File: src/rtl/jt5205_enc.sv
// jt5205_enc -- serial ADPCM encoder matching the jt5205 decoder.
//
// One PCM sample is turned into one 4-bit ADPCM nibble over six cen ticks:
//   IDLE (accept) -> SUB -> B2 -> B1 -> B0 -> UPD (emit) -> IDLE.
// The predictor tracks what a matching decoder reproduces, so pred is the
// reconstructed sound.
//
// Ports:
//   clk        : single clock for all state
//   rst_n      : asynchronous active-low reset
//   cen        : clock enable; state and datapath change only when cen=1
//   sync_clr   : synchronous clear (qualified by cen), re-aligns with a
//                freshly reset decoder; aborts a sample in flight
//   pcm_in     : signed 12-bit PCM sample
//   pcm_valid  : pcm_in is valid
//   pcm_ready  : encoder accepts a sample on this cen tick (IDLE only)
//   code       : ADPCM nibble {sign, b2, b1, b0}, held between updates
//   code_valid : one-clk pulse when code is updated
//   pred       : signed 12-bit predictor (decoder output level)
module jt5205_enc #(
  parameter logic signed [11:0] REST_LEVEL = -12'sd2
) (
  input  logic               clk,
  input  logic               rst_n,
  input  logic               cen,
  input  logic               sync_clr,
  input  logic signed [11:0] pcm_in,
  input  logic               pcm_valid,
  output logic               pcm_ready,
  output logic        [3:0]  code,
  output logic               code_valid,
  output logic signed [11:0] pred
);

  localparam logic [2:0] ST_IDLE = 3'd0;
  localparam logic [2:0] ST_SUB  = 3'd1;
  localparam logic [2:0] ST_B2   = 3'd2;
  localparam logic [2:0] ST_B1   = 3'd3;
  localparam logic [2:0] ST_B0   = 3'd4;
  localparam logic [2:0] ST_UPD  = 3'd5;

  logic        [2:0]  r_state;
  logic signed [11:0] r_pcm;
  logic signed [11:0] r_pred;
  logic        [5:0]  r_idx;
  logic        [10:0] r_step;
  logic        [13:0] r_mag;
  logic               r_sign;
  logic               r_b2;
  logic               r_b1;
  logic               r_b0;
  logic        [3:0]  r_code;
  logic               r_code_valid;

  logic signed [13:0] w_diff;
  logic        [13:0] w_abs;
  logic        [13:0] w_step_full;
  logic        [13:0] w_step_half;
  logic        [13:0] w_step_qtr;
  logic               w_ge_full;
  logic               w_ge_half;
  logic               w_ge_qtr;
  logic        [11:0] w_qn;
  logic signed [13:0] w_pred_ext;
  logic signed [13:0] w_sum;
  logic signed [11:0] w_pred_next;
  logic        [6:0]  w_idx_up;
  logic        [5:0]  w_idx_next;

  function automatic logic [10:0] step_lut(input logic [5:0] i);
    logic [10:0] s;
    case (i)
      6'd0:  s = 11'd16;   6'd1:  s = 11'd17;   6'd2:  s = 11'd19;
      6'd3:  s = 11'd21;   6'd4:  s = 11'd23;   6'd5:  s = 11'd25;
      6'd6:  s = 11'd28;   6'd7:  s = 11'd31;   6'd8:  s = 11'd34;
      6'd9:  s = 11'd37;   6'd10: s = 11'd41;   6'd11: s = 11'd45;
      6'd12: s = 11'd50;   6'd13: s = 11'd55;   6'd14: s = 11'd60;
      6'd15: s = 11'd66;   6'd16: s = 11'd73;   6'd17: s = 11'd80;
      6'd18: s = 11'd88;   6'd19: s = 11'd97;   6'd20: s = 11'd107;
      6'd21: s = 11'd118;  6'd22: s = 11'd130;  6'd23: s = 11'd143;
      6'd24: s = 11'd157;  6'd25: s = 11'd173;  6'd26: s = 11'd190;
      6'd27: s = 11'd209;  6'd28: s = 11'd230;  6'd29: s = 11'd253;
      6'd30: s = 11'd279;  6'd31: s = 11'd307;  6'd32: s = 11'd337;
      6'd33: s = 11'd371;  6'd34: s = 11'd408;  6'd35: s = 11'd449;
      6'd36: s = 11'd494;  6'd37: s = 11'd544;  6'd38: s = 11'd598;
      6'd39: s = 11'd658;  6'd40: s = 11'd724;  6'd41: s = 11'd796;
      6'd42: s = 11'd876;  6'd43: s = 11'd963;  6'd44: s = 11'd1060;
      6'd45: s = 11'd1166; 6'd46: s = 11'd1282; 6'd47: s = 11'd1411;
      default: s = 11'd1552;
    endcase
    return s;
  endfunction

  always_comb begin
    // 14-bit difference cannot overflow: |pcm - pred| <= 4095
    w_diff      = $signed({{2{r_pcm[11]}}, r_pcm}) - $signed({{2{r_pred[11]}}, r_pred});
    w_abs       = w_diff[13] ? 14'(-w_diff) : 14'(w_diff);

    w_step_full = {3'b000, r_step};
    w_step_half = {4'b0000, r_step[10:1]};
    w_step_qtr  = {5'b00000, r_step[10:2]};
    w_ge_full   = (r_mag >= w_step_full);
    w_ge_half   = (r_mag >= w_step_half);
    w_ge_qtr    = (r_mag >= w_step_qtr);

    w_qn = {4'b0000, r_step[10:3]}
         + (r_b2 ? {1'b0, r_step}           : 12'd0)
         + (r_b1 ? {2'b00, r_step[10:1]}    : 12'd0)
         + (r_b0 ? {3'b000, r_step[10:2]}   : 12'd0);

    w_pred_ext = {{2{r_pred[11]}}, r_pred};
    w_sum      = r_sign ? (w_pred_ext - $signed({2'b00, w_qn}))
                        : (w_pred_ext + $signed({2'b00, w_qn}));
    if (w_sum > 14'sd2047)
      w_pred_next = 12'sd2047;
    else if (w_sum < -14'sd2048)
      w_pred_next = -12'sd2048;
    else
      w_pred_next = w_sum[11:0];

    // increment is 2,4,6,8 for {b1,b0} = 0..3
    w_idx_up = {1'b0, r_idx} + {4'b0000, r_b1, r_b0, 1'b0} + 7'd2;
    if (r_b2)
      w_idx_next = (w_idx_up > 7'd48) ? 6'd48 : w_idx_up[5:0];
    else
      w_idx_next = (r_idx == 6'd0) ? 6'd0 : r_idx - 6'd1;
  end

  always_ff @(posedge clk or negedge rst_n) begin
    if (!rst_n) begin
      r_state      <= ST_IDLE;
      r_pcm        <= '0;
      r_pred       <= REST_LEVEL;
      r_idx        <= '0;
      r_step       <= '0;
      r_mag        <= '0;
      r_sign       <= 1'b0;
      r_b2         <= 1'b0;
      r_b1         <= 1'b0;
      r_b0         <= 1'b0;
      r_code       <= '0;
      r_code_valid <= 1'b0;
    end else begin
      // pulse lasts one clk regardless of cen
      r_code_valid <= 1'b0;
      if (cen) begin
        if (sync_clr) begin
          r_state <= ST_IDLE;
          r_pred  <= REST_LEVEL;
          r_idx   <= '0;
        end else begin
          case (r_state)
            ST_IDLE: begin
              if (pcm_valid) begin
                r_pcm   <= pcm_in;
                r_state <= ST_SUB;
              end
            end
            ST_SUB: begin
              r_sign  <= w_diff[13];
              r_mag   <= w_abs;
              r_step  <= step_lut(r_idx);
              r_state <= ST_B2;
            end
            ST_B2: begin
              r_b2 <= w_ge_full;
              if (w_ge_full) r_mag <= r_mag - w_step_full;
              r_state <= ST_B1;
            end
            ST_B1: begin
              r_b1 <= w_ge_half;
              if (w_ge_half) r_mag <= r_mag - w_step_half;
              r_state <= ST_B0;
            end
            ST_B0: begin
              r_b0    <= w_ge_qtr;
              r_state <= ST_UPD;
            end
            ST_UPD: begin
              r_pred       <= w_pred_next;
              r_idx        <= w_idx_next;
              r_code       <= {r_sign, r_b2, r_b1, r_b0};
              r_code_valid <= 1'b1;
              r_state      <= ST_IDLE;
            end
            default: r_state <= ST_IDLE;
          endcase
        end
      end
    end
  end

  assign pcm_ready  = (r_state == ST_IDLE);
  assign code       = r_code;
  assign code_valid = r_code_valid;
  assign pred       = r_pred;

endmodule
File: config.mk
export PLATFORM = sky130hd
export DESIGN_NAME = jt5205_enc
export DESIGN_NICKNAME = d
export VERILOG_FILES = /design/src/rtl/jt5205_enc.sv
export SDC_FILE = /design/constraint.sdc
export NUM_CORES = 1
export LEC_CHECK = 0
export ABC_AREA = 1
export BUFFER_PORTS_ARGS = -buffer_cell sky130_fd_sc_hd__buf_2
export CORE_UTILIZATION = 50
export CTS_CLUSTER_DIAMETER = 80
export DETAILED_ROUTE_END_ITERATION = 8
export HOLD_SLACK_MARGIN = 0.1
export PLACE_DENSITY = 0.67
export SETUP_SLACK_MARGIN = 0.15
export SKIP_LAST_GASP = 1
export SYNTH_ARGS = -nofsm -noshare
export SYNTH_HDL_FRONTEND = slang
export SYNTH_SLANG_ARGS = --single-unit
File: constraint.sdc
create_clock -name clk -period 11.7 [get_ports clk]
set_input_delay 2.925 -clock clk [delete_from_list [all_inputs] [get_ports clk]]
set_output_delay 2.925 -clock clk [all_outputs]
set_load 0.05 [all_outputs]
-- Word-level counts from Yosys, hierarchy flattened
Memory sizes are Yosys's and may differ from the RTL's. A register that Yosys moved wholly into a read port is not among the register bits.
Index checks and enable logic that the tools add are counted.
- register bits after elaboration: 56
- memory bits (read-only): 704
- input port bits: 17
- output and inout port bits: 18
- memories: 1
- memory list (memory ; depth ; bits a word ; read ports ; clocked after memory_dff ; wr ports ; line ; RTL):
    (no name shown) ; 64 ; 11 ; 1 ; 1 ; 0 ; 72 ; case (i)
- $add $sub $neg: 12
- order comparisons: 6
- eq/ne operators: 8
- multiplexer cells: 23
- bitwise gates (word level): 1
- reduce and logical (&&, ||, !) cells: 14
- operator list (operator ; count):
    14-bit 2-to-1 mux ; 4
    12-bit 2-to-1 mux ; 4
    14-bit case mux with 3 select lines ; 1
    6-bit 2-to-1 mux ; 5
    3-bit case mux with 5 select lines ; 1
    3-bit AND reduction ; 5
    12-bit by 13-bit adder with 14-bit output ; 1
    14-bit by 10-bit >= comparator with 1-bit output ; 1
    14-bit by 11-bit >= comparator with 1-bit output ; 1
    14-bit by 9-bit >= comparator with 1-bit output ; 1
    14-bit by 12-bit greater-than comparator with 1-bit output, second input constant ; 1
    14-bit by 12-bit less-than comparator with 1-bit output, second input constant ; 1
    13-bit negator with 14-bit output ; 1
    12-bit by 13-bit subtractor with 14-bit output ; 1
    14-bit by 10-bit subtractor with 14-bit output ; 1
    14-bit by 11-bit subtractor with 14-bit output ; 1
    12-bit by 12-bit subtractor with 13-bit output ; 1
    12-bit by 10-bit adder with 12-bit output ; 1
    12-bit by 9-bit adder with 12-bit output ; 1
    8-bit by 11-bit adder with 12-bit output ; 1
    11-bit 2-to-1 mux ; 1
    10-bit 2-to-1 mux ; 1
    9-bit 2-to-1 mux ; 1
    6-bit by 3-bit adder with 7-bit output ; 1
    other kinds (19) ; 26

-- Depth between registers and ports, before layout
Gate-level depths: netlist (run 1).
- depth after elaboration: 11
- mapped depth: 33

-- Worst setup path before layout (run 1)
OpenSTA, ideal clock, no wires.
- path type: reg-to-reg
- start: register r_b2
- end: register r_pred[7], in the netlist pred[7]
- arrival: 5.161 ns
- required time: 11.627 ns
- setup slack: 6.466 ns
- cell stages (with the launch flop): 28
- cell sequence: dfrtp_1 -> clkbuf_1 -> clkbuf_1 -> nand2_1 -> fa_1 -> fa_1 -> inv_1 -> ha_1 -> fa_1 -> nand3_1 -> nand3_2 -> xor2_1 -> nor2_1 -> nand2_1 -> nor3_1 -> a31oi_1 -> xor2_1 -> ha_1 -> a21oi_1 -> a21boi_0 -> nand3_1 -> xor2_1 -> inv_1 -> or2_2 -> nand2_2 -> buf_6 -> nand2_1 -> a21oi_1
- longest elaborated chain between the ends: 11
- RTL lines (element ; line ; RTL):
    start: declaration ; 49 ; logic r_b2;
    start signal: assignment ; 166 ; r_b2 <= w_ge_full;
    11-bit 2-to-1 mux (*) ; 107 ; + (r_b2 ? {1'b0, r_step} : 12'd0)
    8-bit by 11-bit adder with 12-bit output (*) ; 107 ;
    12-bit by 10-bit adder with 12-bit output (*) ; 108 ; + (r_b1 ? {2'b00, r_step[10:1]} : 12'd0)
    12-bit by 9-bit adder with 12-bit output (*) ; 109 ; + (r_b0 ? {3'b000, r_step[10:2]} : 12'd0);
    12-bit by 13-bit adder with 14-bit output or 12-bit by 13-bit subtractor with 14-bit output (tied branches) ; 113, 112 ;
    14-bit 2-to-1 mux (*) ; 112 ; w_sum = r_sign ? (w_pred_ext - $signed({2'b00, w_qn}))
    14-bit by 12-bit less-than comparator with 1-bit output ; 116 ; else if (w_sum < -14'sd2048)
    12-bit 2-to-1 mux ; 116 ;
    12-bit 2-to-1 mux (*) ; 114 ; if (w_sum > 14'sd2047)
    12-bit 2-to-1 mux (*) ; 152 ; case (r_state)
    12-bit 2-to-1 mux (*) ; 147 ; if (sync_clr) begin
    end signal: assignment ; 180 ; r_pred <= w_pred_next;
    end: declaration ; 44 ; logic signed [11:0] r_pred;
Mark *: on every way between the ends. The rest lies on a longest branch, timed or not. The select of a mux whose other input is x is not followed.
A chain may end at the register's enable or synchronous reset.

-- Worst setup path after layout (run 1)
- start: register r_b2
- end: register r_pred[6], in the netlist pred[6]
Same word-level chain as after synthesis.

==> summary by stage, run 1 <==
Drt
Dividing the detail-routed via count by the number of cells gives 5.38. In the final routed layout, each cell accounts on average for 14.4 microns. The total DRC errors in the routed layout is 0. The amount of wire on met3 after detailed routing is 1070 microns. After detailed routing, no signal wire sits above met4. The detailed router put a total of 9810 microns of wire on met1. The number of antenna-violating nets in the routed design is 0. The pre-antenna-repair detailed-routing pass consisted of 7 iterations.

Detailed routing placed a total of 9040 microns of wire on met2. The routed design has 20,400 microns of wire. For this block, the initial DRC count from the detailed router was 513.

For this block, the via count after detailed routing is 7,608.

Synth
Of the post-synthesis cell area, the dominant cell type holds 0.177. Of the total synthesized cell area, the portion taken by AND, OR, NAND and NOR gates is 0.274. Of the post-synthesis cell area, the part taken by muxes is 0.0157. The count of flip-flops with a built-in enable after synthesis is 0.

For this run, asynchronously set or reset flops after synthesis account for 1.00. After synthesis the cells add up to 0.00791 sq mm. The average cell area after synthesis is 6.75 sq um. Of the total synthesized cell area, the portion taken by full adders, half adders and majority gates is 0.184. The number of nets handed over by synthesis was 1,292. Yosys mapped the design onto 53 distinct sky130hd cell types. The most used flip-flop cell after synthesis is dfrtp_1.

The number of synthesis warnings is 0. The instance count of the mapped netlist is 1,172. The synthesized design contains 67 register bits. The parity-gate share of the synthesized area counting xor and xnor cells is 0.0419. Sorting the synthesized cells by area gives the leading types as dfrtp_1 (18%), ha_1 (13%), nand2_1 (12%). By area, the combinational part of the netlist is dominated by simple AND/OR/NAND/NOR gates. The complex-gate fraction of the synthesized area was 0.167. The biggest area contributor in the post-synthesis netlist is dfrtp_1.

Of the synthesized area, sequential elements account for 0.214.

Min path
The path class of the tightest hold or removal check is flop to flop. In this run the most critical hold path is launched from code[2].

Timing
For the pin with the worst max-slew slack, the measured transition is 0.872 ns. Setup violations remaining at the end of the flow were counted as 0. Setup repair after global routing left no endpoint under its margin. The number of hold violations in the final report is 0. The time the final worst path needs with I/O delays and setup is 5.58 ns.

The worst max-slew margin expressed relative to the limit is 0.419. The upper clock frequency limit is 179 MHz. The worst hold slack after final layout is 0.472 ns. The number of slew-limit violations in the final report is 0.

The worst clock skew is 0.00404 ns. The period utilization is 0.477. After routing, the total negative slack on setup checks comes to 0 ns.

Placed design
Buffers placed on the I/O ports in this run total 34. At the end of routability-driven placement, the weighted congestion stood at 0.946. The HPWL after detailed placement is 16,200 microns.

The cell count after placement is 1,399.

GRT
For this run, the total global-route usage over all layers was measured as 0.263. Entering global routing, the biggest net connects 68 pins. Summed over all layers, the global routing overflow is 0. The initial antenna violation count came to 0. The via count of the first global-routing pass is 6,952. The wire length of the first global-routing pass is 34,000 microns.

Worst setup path
The required arrival time at the worst endpoint is 11.97 ns. The worst setup path is captured at a flop. The path type of the worst setup path is flop to flop. In this run the critical register-to-register path is launched from r_b2. Along the worst path, the maximum fanout reaches 19.

The most critical setup path has its startpoint at r_b2. The worst path arrival time is 5.84 ns. STA classifies the critical path startpoint as a flop.

Layout
The share of final-layout standard cells stronger than drive strength 1 is 0.0914. The repair_antennas step left the layout with diodes totalling 0. The finished layout holds 1,415 standard cells, fillers aside. The final design utilization is 0.559. Summing all multi-input logic gate instances after layout gives 0.00540 sq mm. The filler cell count is 1,530. The final layout contains 1,319 nets. The footprint of the flip-flops and latches is 0.00169 sq mm. The synthesis-to-layout area growth is 8.37%.

CTS
The TritonCTS clock tree is done. The clock reaches the later pin of the worst-skew pair after 0.34 ns. The number of hold buffers added after CTS is 0.

Gates resized during post-CTS repair numbered 0. The H-tree generated during clock tree synthesis spans 3 levels. The clock buffer count from CTS is 9. After clock tree synthesis, the setup repair step added 0 buffers. Counting every sink on the clock net gives 67. The clock passes through at most 2 buffers. The library cell used as clock root buffer is clkbuf_16.

The clock transition time at the flip-flop clock pins of the worst setup and hold paths is 0.06 ns.

Floorplan
The die boundary height is 128 microns. 35 I/O pins were placed. For this configuration, the core starts out at a cell density of 0.516. The die outline area is 0.0163 sq mm. In this run the standard cell core region covers 0.0153 sq mm. After floorplanning, the core was divided into 45 placement rows. The overall die width is 128 microns.

Run status
The run finished with clean final reports.

Job
Across the run, the number of max-cap violations was 0.
-- layout by cell type (no fill, tap or decap), types with 5 or more instances in the layout --
master / count
a31oi_1: 15
nand3b_1: 5
clkbuf_16: 9
or2_2: 5
xnor2_1: 10
o21ai_0: 83
nand4_1: 15
buf_2: 34
nand2_1: 257
nand2_2: 10
o21bai_1: 5
dfrtp_1: 56
fa_1: 22
xor2_1: 26
nand3_1: 59
dfstp_2: 11
nor2_1: 123
nor3_1: 14
o211ai_1: 7
ha_1: 81
a21oi_1: 86
inv_1: 185
o21a_1: 6
nand3_2: 5
o22ai_1: 12
mux2_2: 11
-- area by class of cell --
class	count	share of cell area
Timing Repair Buffer	37	0.0225
Inverter	191	0.0837
Clock inverter	6	0.00745
Multi-Input combinational cell	893	0.630
Tap cell	211	0.0308
Clock buffer	10	0.0279
Sequential cell	67	0.197
-- cells in the mapped netlist, types with 2 or more instances --
cell type,number
a21boi_0,2
a21o_1,2
a21oi_1,86
a22oi_1,4
a31oi_1,15
and3_1,2
buf_6,2
clkbuf_1,17
clkinv_1,4
dfrtp_1,56
dfstp_2,11
fa_1,22
ha_1,81
inv_1,185
inv_2,2
mux2_2,11
nand2_1,257
nand2_2,10
nand3_1,59
nand3_2,5
nand3b_1,5
nand4_1,15
nor2_1,123
nor2_2,4
nor3_1,14
nor3_2,3
o211ai_1,7
o21a_1,6
o21ai_0,83
o21ai_1,2
o21bai_1,5
o22ai_1,12
o31ai_1,2
or2_2,5
xnor2_1,10
xor2_1,26
-- metrics by stage --
step           setup slack [ns]  area [sq um]
2_1_floorplan              6.47          7910
6_report                   6.12          8570
4_1_cts                    6.14          8570
3_5_place_dp               6.16          8270
3_3_place_gp               6.27          8270
5_1_grt                    5.63          8570
-- state kept, by name, indices dropped and copies added (netlist names) --
| name | cells |
|---|---|
| code | 4 |
| code_valid | 1 |
| pred | 12 |
| r_b0 | 1 |
| r_b1 | 1 |
| r_b2 | 1 |
| r_idx | 6 |
| r_mag | 14 |
| r_pcm | 12 |
| r_sign | 1 |
| r_state | 3 |
| r_step | 11 |
-- cells by family after synthesis --
| kind of cell | Yosys count |
|---|---|
| DFF | 67 |
| xor gates and xnor gates | 37 |
| AOI/OAI and AO/OA | 236 |
| muxes | 11 |
| buffers and inverters | 212 |
| and+or+nand+nor | 506 |
| adders and majority gates | 103 |
-- final timing paths --
check	end	slack [ns]	depth (start not counted)
hold / removal	code[2]	0.47	2
hold reg to reg	code[2]	0.47	2
max in group asynchronous	r_mag[13]	8.35	2
setup reg to reg	pred[6]	6.12	24
setup / recovery	pred[6]	6.12	24
min in group asynchronous	code[3]	2.79	2
-- layer usage --
metal  up-vias  track usage
li1       3912            -
met1      3461        0.366
met2       210        0.417
met3        25       0.0396
met4         0       0.0893
met5         -            0
-- worst max-delay path: stages, from the launching register on --
cell and delay (ns):
dfrtp_1 0.72, nand2_1 0.17, fa_1 0.51, fa_1 0.54, inv_1 0.04, ha_1 0.24, fa_1 0.44, nand3_1 0.11
nand3_2 0.08, xor2_1 0.18, nor2_1 0.10, nand2_1 0.07, nor3_1 0.22, a31oi_1 0.15, xor2_1 0.16, ha_1 0.35
a21oi_1 0.15, a21boi_0 0.19, nand3_1 0.14, xor2_1 0.14, inv_1 0.06, or2_2 0.30, nand2_2 0.19, nand2_1 0.08
a21oi_1 0.16
Power of run 1 is not shown: default switching activity piles up to over one toggle a cycle in this logic, so the estimate is an artifact.
==> run 2: changes to the inputs <==
--- a/config.mk
+++ b/config.mk
@@ -5,7 +5,7 @@
 export SDC_FILE = /design/constraint.sdc
 export NUM_CORES = 1
 export LEC_CHECK = 0
-export ABC_AREA = 1
+export ABC_AREA = 0
 export BUFFER_PORTS_ARGS = -buffer_cell sky130_fd_sc_hd__buf_2
 export CORE_UTILIZATION = 50
 export CTS_CLUSTER_DIAMETER = 80
==> constraint.sdc (replaced) <==
create_clock -name clk -period 5.7 [get_ports clk]
set_input_delay 1.425 -clock clk [delete_from_list [all_inputs] [get_ports clk]]
set_output_delay 1.425 -clock clk [all_outputs]
set_load 0.05 [all_outputs]
==> run 2 against run 1 <==
Compared with the run above: wire length decreased by 4.2%; fmax down 0.11%; via count shrank 9.0%; register-to-register slack worse by 6.0 ns; sequential share of layout area grew 0.12 points; die area fell by 3.9%; non-clock buffer count up 32; synthesized area shrank 3.9%; flip-flop and latch count unchanged; clock skew grew 0.0073 ns; setup slack lost 6.0 ns; first-iteration DRC count grew 3.7%; largest cell class unchanged; highest routed layer unchanged.
==> summary by stage, run 2 <==
CTS
The clock buffer count from CTS is 9. The TritonCTS clock tree is done. The clock latency on the worst-skew pair is 0.35 ns. The clock passes through at most 2 buffers. The number of hold buffers added after CTS is 0. The clock transition time at the flip-flop clock pins of the worst setup and hold paths is 0.06 ns.

The count of clock tree sinks is 67. The level count of the clock H-tree is 3. CTS placed an instance of clkbuf_16 at the clock tree root.

Worst setup path
The slowest cell on the critical path is fa_1. The element type at the critical path end is a flop. The path type of the worst setup path is flop to flop. The startpoint of the worst-slack reg-to-reg timing path is r_b2. In this design, the stage delay of the slowest critical-path cell is 0.53 ns. The critical path starts at r_b2. Across all register-to-register paths, the minimum setup slack is 0.12 ns. The capture instance of the worst register-to-register path is pred[2].

The cell seen most often among critical-path stages is inv_1. Traced cell by cell, the critical path runs through buf_4, and2_1, fa_1, inv_1, fa_1, inv_1, ha_1, inv_1, nor3_1, a311oi_1, nand3_1, nor4_4, a21oi_1, xnor2_1, ha_1, nor2_1, a311oi_2, a31oi_2, xnor3_2, a311o_1, buf_12, nand2_1, a22oi_1. The launching element type of the critical path is a flop.

The required arrival time at the worst endpoint is 5.96 ns. The worst path arrival time is 5.84 ns. The biggest fanout along the worst timing path is 15. The number of cells on the worst reg-to-reg path is 23.

GRT
In the global route stage, met3 resource usage came out at 0.0385. The met2 track demand over resource is 0.415. In the global route stage, overall resource usage came out at 0.257. The total overflow left after global routing is 0. Entering global routing, the biggest net connects 68 pins.

The first global-routing pass estimated 32,500 microns of wire. The layer with the highest usage is met2. The via count of the first global-routing pass was 6,531. The met1 capacity usage during global routing is 0.351. The initial antenna violation count is 0.

Layout
The top cell types in the final layout, fill and taps aside, are nand2_1 (109), ha_1 (80), inv_1 (74), o21ai_0 (72), nor2_1 (69). The number of flip-flops in the largest register is 14. The number of nets in the layout is 1,106. The design area is 0.00852 sq mm. The count of cells in the finished layout, fillers not included, comes to 1,175.

The repair_antennas step left the layout with diodes totalling 0. Summing all multi-input logic gate instances after layout gives 0.00558 sq mm. The register with the most flip-flops in the final layout is r_mag. Across the whole layout, storage elements account for 0.00169 sq mm.

From synthesis to final layout, the design area changed by 12.2%. Counting the fill cells in the layout gives 1,338. The library cell used most frequently in the layout, excluding fill and tap cells, is nand2_1. The share of final-layout standard cells stronger than drive strength 1 is 0.146.

Placed design
The routability congestion estimate from global placement is 0.882. Detailed placement ended at an HPWL of 14,500 microns. At the placement stage, the worst setup path has a slack of 0.0721 ns.

The cell count after placement is 1,150. Input and output buffers added on the ports amount to 34. The placed instance area is 0.00811 sq mm.

Drt
Wires add up to 19,500 microns. The average wire per standard cell is 16.6 microns. For this block, the initial DRC count from the detailed router was 532. The first-pass iteration count of the detailed router is 8.

The via total after detailed routing is 6,926. After detailed routing, the number of remaining DRC violations is 0. The number of antenna-violating nets in the routed design is 0. In the routed layout, each cell is associated on average with a via count of 5.89.

Synth
The portion of synthesized cell area occupied by the leading cell type is 0.185. Counting every net in the synthesized netlist gives 1,061. By area the synthesized netlist is led by dfrtp_1 (18%), ha_1 (13%), fa_1 (5.8%). Ranked by instance count, the synthesized netlist is headed by nand2_1 (110), ha_1 (81), inv_1 (75). The average instance in the mapped netlist occupies 8.07 sq um. The most used standard cell by instance count after synthesis is nand2_1. The largest area contributor in the synthesized netlist is dfrtp_1.

The most used flip-flop cell after synthesis is dfrtp_1. The instance count of the mapped netlist is 941. The count of flip-flops with a built-in enable after synthesis is 0. The count of different cell masters after synthesis is 75. The cell area that synthesis handed to floorplanning was 0.00759 sq mm. Yosys printed 0 warnings. The proportion of register bits with asynchronous set or reset after synthesis is 1.00. Counting flops and latches in the post-synthesis netlist gives 67.

The post-synthesis sequential area ratio is 0.223.

Min path
The terminating pin of the worst hold path is code[2]. The class of the most critical hold timing path is flop to flop. The critical hold path startpoint is code[2].

Along the worst hold path, the cell count comes to 2.

Floorplan
The overall die width is 125 microns. The floorplan step set the die height to 125 microns. In this run the standard cell core region covers 0.0147 sq mm. The I/O pin count is 35. For this configuration, the core starts out at a cell density of 0.517. The number of cell rows is 44.

The die covers 0.0157 sq mm.

Timing
The worst setup slack after layout is 0.118 ns. The number of hold violations in the final report is 0. The time the final worst path needs with I/O delays and setup is 5.58 ns.

The worst max-slew margin expressed relative to the limit is 0.337. Final hold analysis gives a worst-case slack of 0.477 ns. The upper clock frequency limit is 179 MHz. Setup repair after global routing could not meet its margin everywhere. Clock skew on the completed layout was measured at 0.0114 ns.

Setup violations remaining at the end of the flow were counted as 0. The period utilization is 0.979. The number of slew-limit violations in the final report is 0. The measured slew at the worst slew-check pin is 0.966 ns.

Run status
The run finished with clean final reports.

Job
The max-cap check violation count is 0.
[run 2: cell count changes in the layout (fill, tap and decap cells not counted), moves of 19 or more]
cell	previous run	this run
nand2_1	257	109
inv_1	185	74
nor2_1	123	69
nand3_1	59	15
buf_4	3	33
xnor2_1	10	38
a21oi_1	86	67
[run 2: routing by layer]
metal,share of wire,vias to the layer above
met5,0,-
met4,0.025,0
met3,0.044,26
met2,0.46,187
met1,0.48,3245
li1,-,3468
[run 2: how the worst max path moves through the flow]
stage               to  slack (ns)
3_5_place_dp   pred[3]        0.07
2_1_floorplan  pred[3]        0.04
3_3_place_gp   pred[3]        0.16
5_1_grt        pred[7]       -0.17
6_report       pred[2]        0.12
4_1_cts        pred[3]        0.15
[run 2: through the flow]
step,util,setup TNS [ns]
finish,0.580,0
global route,0.580,-1.54
CTS,0.575,0
detailed placement,0.552,0
global placement,0.552,0
floorplan,-,0
[run 2: logic make-up (layout without fill, tap and decap cells)]
logic type	count (synthesis)	after routing	share of synthesized area
mux	22	22	0.0316
buf+inv	111	161	0.0558
flops	67	67	0.223
xor+xnor	64	64	0.0758
compound gates	274	274	0.234
simple gates	300	300	0.189
fa+ha+maj	103	103	0.191
[run 2: area by class of cell]
type,count,share of cell area
clock buffers,12,0.0301
well taps,184,0.0270
flip-flops and latches,67,0.199
clock inverters,4,0.00294
repair buffers,69,0.0534
multi-input cells,763,0.655
inverters,76,0.0335
[run 2: repair_timing]
action / in CTS / in global routing
buffers inserted: 5 / 4
setup endpoints to repair: 11 / 12
cloned: 0 / 0
resized for setup: 4 / 9
pin swaps: 12 / 9
[run 2: critical path: cells and delay by family, from the launching register on]
kind | cells | cell delay, ns
adders and majority gates | 4 | 1.70
DFF | 1 | 0.45
xor gates and xnor gates | 2 | 0.42
buffers and inverters | 5 | 0.59
and+or+nand+nor | 6 | 0.95
AOI/OAI and AO/OA | 6 | 1.38
Power of run 2 is left out for the same reason.
